**config.mk**
```make
export PLATFORM = sky130hd
export DESIGN_NAME = spi_master
export DESIGN_NICKNAME = d
export VERILOG_FILES = /design/src/rtl/spi_master.sv
export SDC_FILE = /design/constraint.sdc
export NUM_CORES = 1
export LEC_CHECK = 0
export ABC_AREA = 1
export BUFFER_PORTS_ARGS = -buffer_cell sky130_fd_sc_hd__buf_2
export CORE_UTILIZATION = 33
export DETAILED_ROUTE_END_ITERATION = 8
export PLACE_DENSITY = 0.52
export SETUP_SLACK_MARGIN = 0.2
export SLEW_MARGIN = 40
export SYNTH_ARGS = -nofsm -noshare
export SYNTH_HDL_FRONTEND = slang
export SYNTH_SLANG_ARGS = --single-unit
```
**constraint.sdc**
```tcl
create_clock -name clk -period 4.1 [get_ports clk]
set_input_delay 0.205 -clock clk [delete_from_list [all_inputs] [get_ports clk]]
set_output_delay 0.205 -clock clk [all_outputs]
set_load 0.005 [all_outputs]
```
**src/rtl/spi_master.sv**
```systemverilog
`default_nettype none
// ============================================================================
// Module      : spi_master
// Description : Single-channel SPI master, mode 0 (CPOL=0, CPHA=0), MSB
//               first. Shifts one W_DATA-bit word out on MOSI while
//               capturing W_DATA bits from MISO. The serial clock is derived
//               from clk, with CLK_DIV clk cycles per spi_clk half-period.
// Revision    : 1.0 - initial release
// ----------------------------------------------------------------------------
// Ports
//   clk         in   system clock, rising-edge active
//   rst         in   asynchronous, active-high reset
//   tx_data_i   in   word to transmit, sampled only on acceptance
//   tx_valid_i  in   load strobe, accepted only while idle
//   rx_data_o   out  last fully received word
//   rx_valid_o  out  one-cycle pulse when rx_data_o updates
//   miso_i      in   serial input, must already be synchronous to clk
//   spi_clk_o   out  serial clock, idles low
//   mosi_o      out  serial output
// ----------------------------------------------------------------------------
// Build option
//   SPI_MASTER_LOOPBACK_EN : when defined, the receive path samples the
//                            internal MOSI value instead of miso_i, so the
//                            received word equals the transmitted word.
// ============================================================================
module spi_master #(
  parameter int W_DATA  = 32,
  parameter int CLK_DIV = 2
) (
  input  logic              clk,
  input  logic              rst,
  input  logic [W_DATA-1:0] tx_data_i,
  input  logic              tx_valid_i,
  output logic [W_DATA-1:0] rx_data_o,
  output logic              rx_valid_o,
  input  logic              miso_i,
  output logic              spi_clk_o,
  output logic              mosi_o
);

  // A one-bit divider counter is kept even for CLK_DIV = 1 so the
  // declaration never collapses to zero width.
  localparam int DIV_W = (CLK_DIV > 1) ? $clog2(CLK_DIV) : 1;
  localparam int BIT_W = $clog2(W_DATA);

  localparam logic [DIV_W-1:0] C_DIV_LAST = DIV_W'(CLK_DIV - 1);
  localparam logic [BIT_W-1:0] C_BIT_LAST = BIT_W'(W_DATA - 1);

  typedef enum logic [1:0] {
    IDLE = 2'd0,
    LOW  = 2'd1,
    HIGH = 2'd2,
    DONE = 2'd3
  } state_t;

  state_t              state_q;
  // Holds only the bits not yet presented on MOSI: the MSB goes straight
  // into mosi_q on acceptance, so the shifter is one bit narrower than the
  // word and every stored bit is eventually driven out.
  logic [W_DATA-2:0]   pending_q;
  logic [W_DATA-1:0]   rx_shift_q;
  logic [BIT_W-1:0]    bit_cnt_q;
  logic [DIV_W-1:0]    div_cnt_q;
  logic                spi_clk_q;
  logic                mosi_q;
  logic [W_DATA-1:0]   rx_data_q;
  logic                rx_valid_q;

  logic                w_sample_bit;
  logic                w_div_last;

`ifdef SPI_MASTER_LOOPBACK_EN
  // miso_i is deliberately masked off; it stays in the expression only so
  // the port is not reported as dangling.
  assign w_sample_bit = mosi_q | (miso_i & 1'b0);
`else
  assign w_sample_bit = miso_i;
`endif

  assign w_div_last = (div_cnt_q == C_DIV_LAST);

  always_ff @(posedge clk or posedge rst) begin
    if (rst) begin
      state_q    <= IDLE;
      pending_q  <= '0;
      rx_shift_q <= '0;
      bit_cnt_q  <= '0;
      div_cnt_q  <= '0;
      spi_clk_q  <= 1'b0;
      mosi_q     <= 1'b0;
      rx_data_q  <= '0;
      rx_valid_q <= 1'b0;
    end else begin
      // Completion strobe is a single-cycle pulse; only DONE raises it.
      rx_valid_q <= 1'b0;

      case (state_q)
        IDLE: begin
          spi_clk_q <= 1'b0;
          mosi_q    <= 1'b0;
          if (tx_valid_i) begin
            pending_q <= tx_data_i[W_DATA-2:0];
            mosi_q    <= tx_data_i[W_DATA-1];
            bit_cnt_q <= '0;
            div_cnt_q <= '0;
            state_q   <= LOW;
          end
        end

        LOW: begin
          if (w_div_last) begin
            // Rising spi_clk edge: the slave samples MOSI, we sample MISO.
            div_cnt_q  <= '0;
            spi_clk_q  <= 1'b1;
            rx_shift_q <= {rx_shift_q[W_DATA-2:0], w_sample_bit};
            state_q    <= HIGH;
          end else begin
            div_cnt_q <= div_cnt_q + DIV_W'(1);
          end
        end

        HIGH: begin
          if (w_div_last) begin
            // Falling spi_clk edge: the only place MOSI advances mid-word.
            div_cnt_q <= '0;
            spi_clk_q <= 1'b0;
            if (bit_cnt_q == C_BIT_LAST) begin
              state_q <= DONE;
            end else begin
              bit_cnt_q <= bit_cnt_q + BIT_W'(1);
              mosi_q    <= pending_q[W_DATA-2];
              pending_q <= {pending_q[W_DATA-3:0], 1'b0};
              state_q   <= LOW;
            end
          end else begin
            div_cnt_q <= div_cnt_q + DIV_W'(1);
          end
        end

        DONE: begin
          rx_data_q  <= rx_shift_q;
          rx_valid_q <= 1'b1;
          mosi_q     <= 1'b0;
          state_q    <= IDLE;
        end

        default: begin
          state_q <= IDLE;
        end
      endcase
    end
  end

  assign rx_data_o  = rx_data_q;
  assign rx_valid_o = rx_valid_q;
  assign spi_clk_o  = spi_clk_q;
  assign mosi_o     = mosi_q;

endmodule
`default_nettype wire

```
==> metrics.md <==
| Metric | Value |
|---|---|
| Status | `finished clean` |
| Routability Congestion | `0.7172` |
| Filler cells | `1,373` |
| Pins Over Slew Limit | `0` |
| Global Route met3 Usage | `roughly 2.9%` |
| HP Class | `input pin to flip-flop` |
| Max incr delay on CP | `590 ps` |
| TNS Setup | `0 ps` |
| Initial antenna violation count | `0` |
| Final min period | `~2300 ps` |
| Cells after synthesis | `480` |
| Crit path max-delay cell type | `ha_1` |
| Combinational power share | `a little under a third` |
| Number of synthesized register bits | `roughly 110` |
| Max Cap Viol | `0` |
| Internal power | `2096 uW` |
| Critical path arrival | `~2500 ps` |
| Via density | `between 4 and 5` |
| Die height | `118.4 microns` |
| Final worst-path cycle share | `a little under three fifths` |
| Final setup fails | `0` |
| Max Clk Rate | `439.2 MHz` |
| Critical Path Source Type | `flip-flop` |
| Mapped Nets | `approximately 520` |
| Critical Path Sink Type | `flip-flop` |
| Largest net degree at the start of global routing | `77` |
| TritonCTS clock tree | `yes` |
| Post-synth EDFFs | `0` |
| H-tree depth | `3` |
| Ports | `71` |
| 1st-iter DRT viols | `about 180` |
| Share of post-route cells with drive strength above 1 | `between 15 and 20%` |
| RSZ-0062 raised after global routing | `false` |
| Sequential area share after synthesis | `59.28%` |
| Library cells used by synthesis | `24` |
| Crit path kind | `flip-flop to flip-flop` |
| Initial cell density of the core | `33.79%` |
| Antenna Nets Post-Route | `0` |
| Worst slew pin tran | `~670 ps` |
| Worst Clk Skew | `approximately 4.8 ps` |
| Vias in the first global route | `3,079` |
| Main synth FF type | `dfrtp_1` |
| Sequential share of power | `a little under half` |
| Synthesized cell area | `roughly 0.0045 sq mm` |
| CP required | `4310 ps` |
| Power share of the clock group | `roughly a quarter` |
| Crit-path leading delay family | `simple AND/OR/NAND/NOR gates` |
| Switching Power | `1178 uW` |
| Met1 GRT Util | `a little under a fifth` |
| DR vias | `~3,200` |
| Pwr/cell area | `around 630 mW/mm^2` |
| Clock latency on the worst-skew pair | `340 ps` |
| Critical Path, Cell by Cell | `inv_1 > ha_1 > nor2_1 > nor2_4 > nand2_4 > nand2_1 > o21ai_1` |
| Fin. Hold Viols | `0` |
| Drt total wl | `around 8500 microns` |
| Ys async rst share | `100.0%` |
| Core Region | `0.01324 sq mm` |
| Met2 GRT Util | `roughly 20%` |
| Hold slack | `about 110 ps` |
| Buf/Inv on CP | `1` |
| Total Nets Final | `580` |
| DRT Pass-1 Iters | `4` |
| Antenna Cells | `0` |
| Residual overflow from global routing | `0` |
| Worst VDD drop | `between 0.0002 and 0.0003 V` |
| Total global routing track utilization | `13.23%` |
| Chip width | `118.4 microns` |
| DP HPWL | `approximately 5300 microns` |
| Clk sinks | `~110` |
| Slew HR | `around 56%` |
| Core Rows | `42` |
| IO Port Bufs | `70` |
| Post-DR wirelength/cell | `between 10 and 15 microns` |
| Cts bufs inserted | `9` |
| Root buf cell | `clkbuf_16` |
| Clock tree buffer depth | `2` |
| Leak | `between 0.002 and 0.0025 uW` |
| Clk slew on worst S/H paths | `about 70 ps` |
| Synth warn | `0` |
| Layout Area Growth over Synthesis | `15.91%` |
| Sw Ratio | `between 30% and 40%` |
| Post-route DRC violation count | `0` |
| Full die area | `0.01403 sq mm` |
| Critical path peak fanout | `71` |
| Syn Area/Cell | `between 9 and 10 sq um` |
| Global-route wire length before repair | `14,750 microns` |
| Gr busiest metal | `met2` |
[per-layer routing]
metal | wire length [microns] | share of wire [%]
met5 | 0 | 0
met1 | 4333 | 51
met2 | 3585 | 42
met4 | 183 | 2.2
met3 | 381 | 4.5
[kinds of logic after synthesis]
logic type | share of synthesized area [%]
buffers and inverters | 7.047
and+or+nand+nor | 16.11
adders and majority gates | 1.957
DFF | 59.28
AOI/OAI and AO/OA | 15.60
[flip-flops by register name, summed over array words and instances (netlist names), 2 cells and up]
register,cells
rx_shift_q,32
rx_data_o,32
bit_cnt_q,5
state_q,2
pending_q,31
[per-stage QoR]
| stage | utilization (%) | cells | total power [uW] | setup slack, ps | area (sq um) |
|---|---|---|---|---|---|
| after floorplan | - | 480 | 2337 | 1106 | 4474 |
| after global placement | 37.04 | 701 | 2476 | 1868 | 4905 |
| after detailed placement | 37.11 | 701 | 2522 | 1786 | 4915 |
| after CTS | 39.16 | 716 | 3340 | 1774 | 5186 |
| after global routing | 39.16 | 716 | 3565 | 1525 | 5186 |
| final | 39.16 | 716 | 3273 | 1823 | 5186 |
[cells in the mapped netlist (all sizes together), types with 4 or more instances]
library cell	n	area [sq um]
nand2	116	442.9
dfrtp	106	2653
nand3	7	35.03
buf	14	108.9
nor2	7	36.29
ha	7	87.58
o21ai	132	671.9
or2	32	200.2
clkbuf	13	51.30
a21oi	4	20.02
inv	39	146.4
[worst min-delay path, stage by stage]
cell	delay, ps
buf_2	80
nand3_1	70
nand2_1	70
[cell usage in the layout (no fill, tap or decap)]
| cell type | instances |
|---|---|
| o21ai_0 | 93 |
| nand2_1 | 114 |
| clkbuf_1 | 2 |
| buf_4 | 2 |
| nand2_4 | 2 |
| clkbuf_16 | 9 |
| dlygate4sd3_1 | 1 |
| nand3_1 | 7 |
| nor2_2 | 1 |
| clkinv_4 | 1 |
| o21ai_1 | 38 |
| nor2_4 | 1 |
| dfrtp_1 | 106 |
| a21oi_1 | 4 |
| inv_2 | 1 |
| buf_2 | 70 |
| clkinvlp_4 | 2 |
| inv_6 | 1 |
| inv_1 | 36 |
| or2_2 | 7 |
| or2_1 | 25 |
| nand4_1 | 1 |
| clkbuf_8 | 1 |
| ha_1 | 7 |
| inv_4 | 1 |
| nor2_1 | 5 |
| o22ai_1 | 1 |
| o21ai_4 | 1 |
[power by group through the flow]
stage	Sequential [uW]	Clock (uW)	Combinational [uW]
after floorplan	1460	0	877
after global placement	1490	0	984
after detailed placement	1500	0	1020
after CTS	1480	827	1030
after global routing	1520	866	1180
final	1480	791	1000
[final cells by class]
type / count / area (sq um) / area share, %
Multi-Input combinational cell: 307 / 1514 / 29.19
Timing Repair Buffer: 73 / 375.4 / 7.238
Clock buffer: 12 / 246.5 / 4.753
Tap cell: 176 / 220.2 / 4.246
Clock inverter: 2 / 15.01 / 0.2895
Inverter: 40 / 162.7 / 3.136
Sequential cell: 106 / 2653 / 51.15
[what timing repair did]
item,CTS,global route
hold buffers,1,0
setup endpoints to repair,0,0
buffers inserted,0,0
hold endpoints to repair,5,0
resized for setup,0,0
[worst paths after layout]
| check | to | slack [ps] | start | cells past startpoint |
|---|---|---|---|---|
| max in group asynchronous | pending_q[11] | 2730 | rst | 4 |
| min in group asynchronous | pending_q[19] | 500 | rst | 3 |
| worst min-delay path | pending_q[0] | 110 | tx_data_i[0] | 3 |
| worst max register to register | pending_q[26] | 1820 | state_q[0] | 7 |
| worst max-delay path | pending_q[26] | 1820 | state_q[0] | 7 |
| worst min register to register | rx_data_o[23] | 480 | rx_data_o[23] | 2 |
Power figures use the tool's default switching activity.
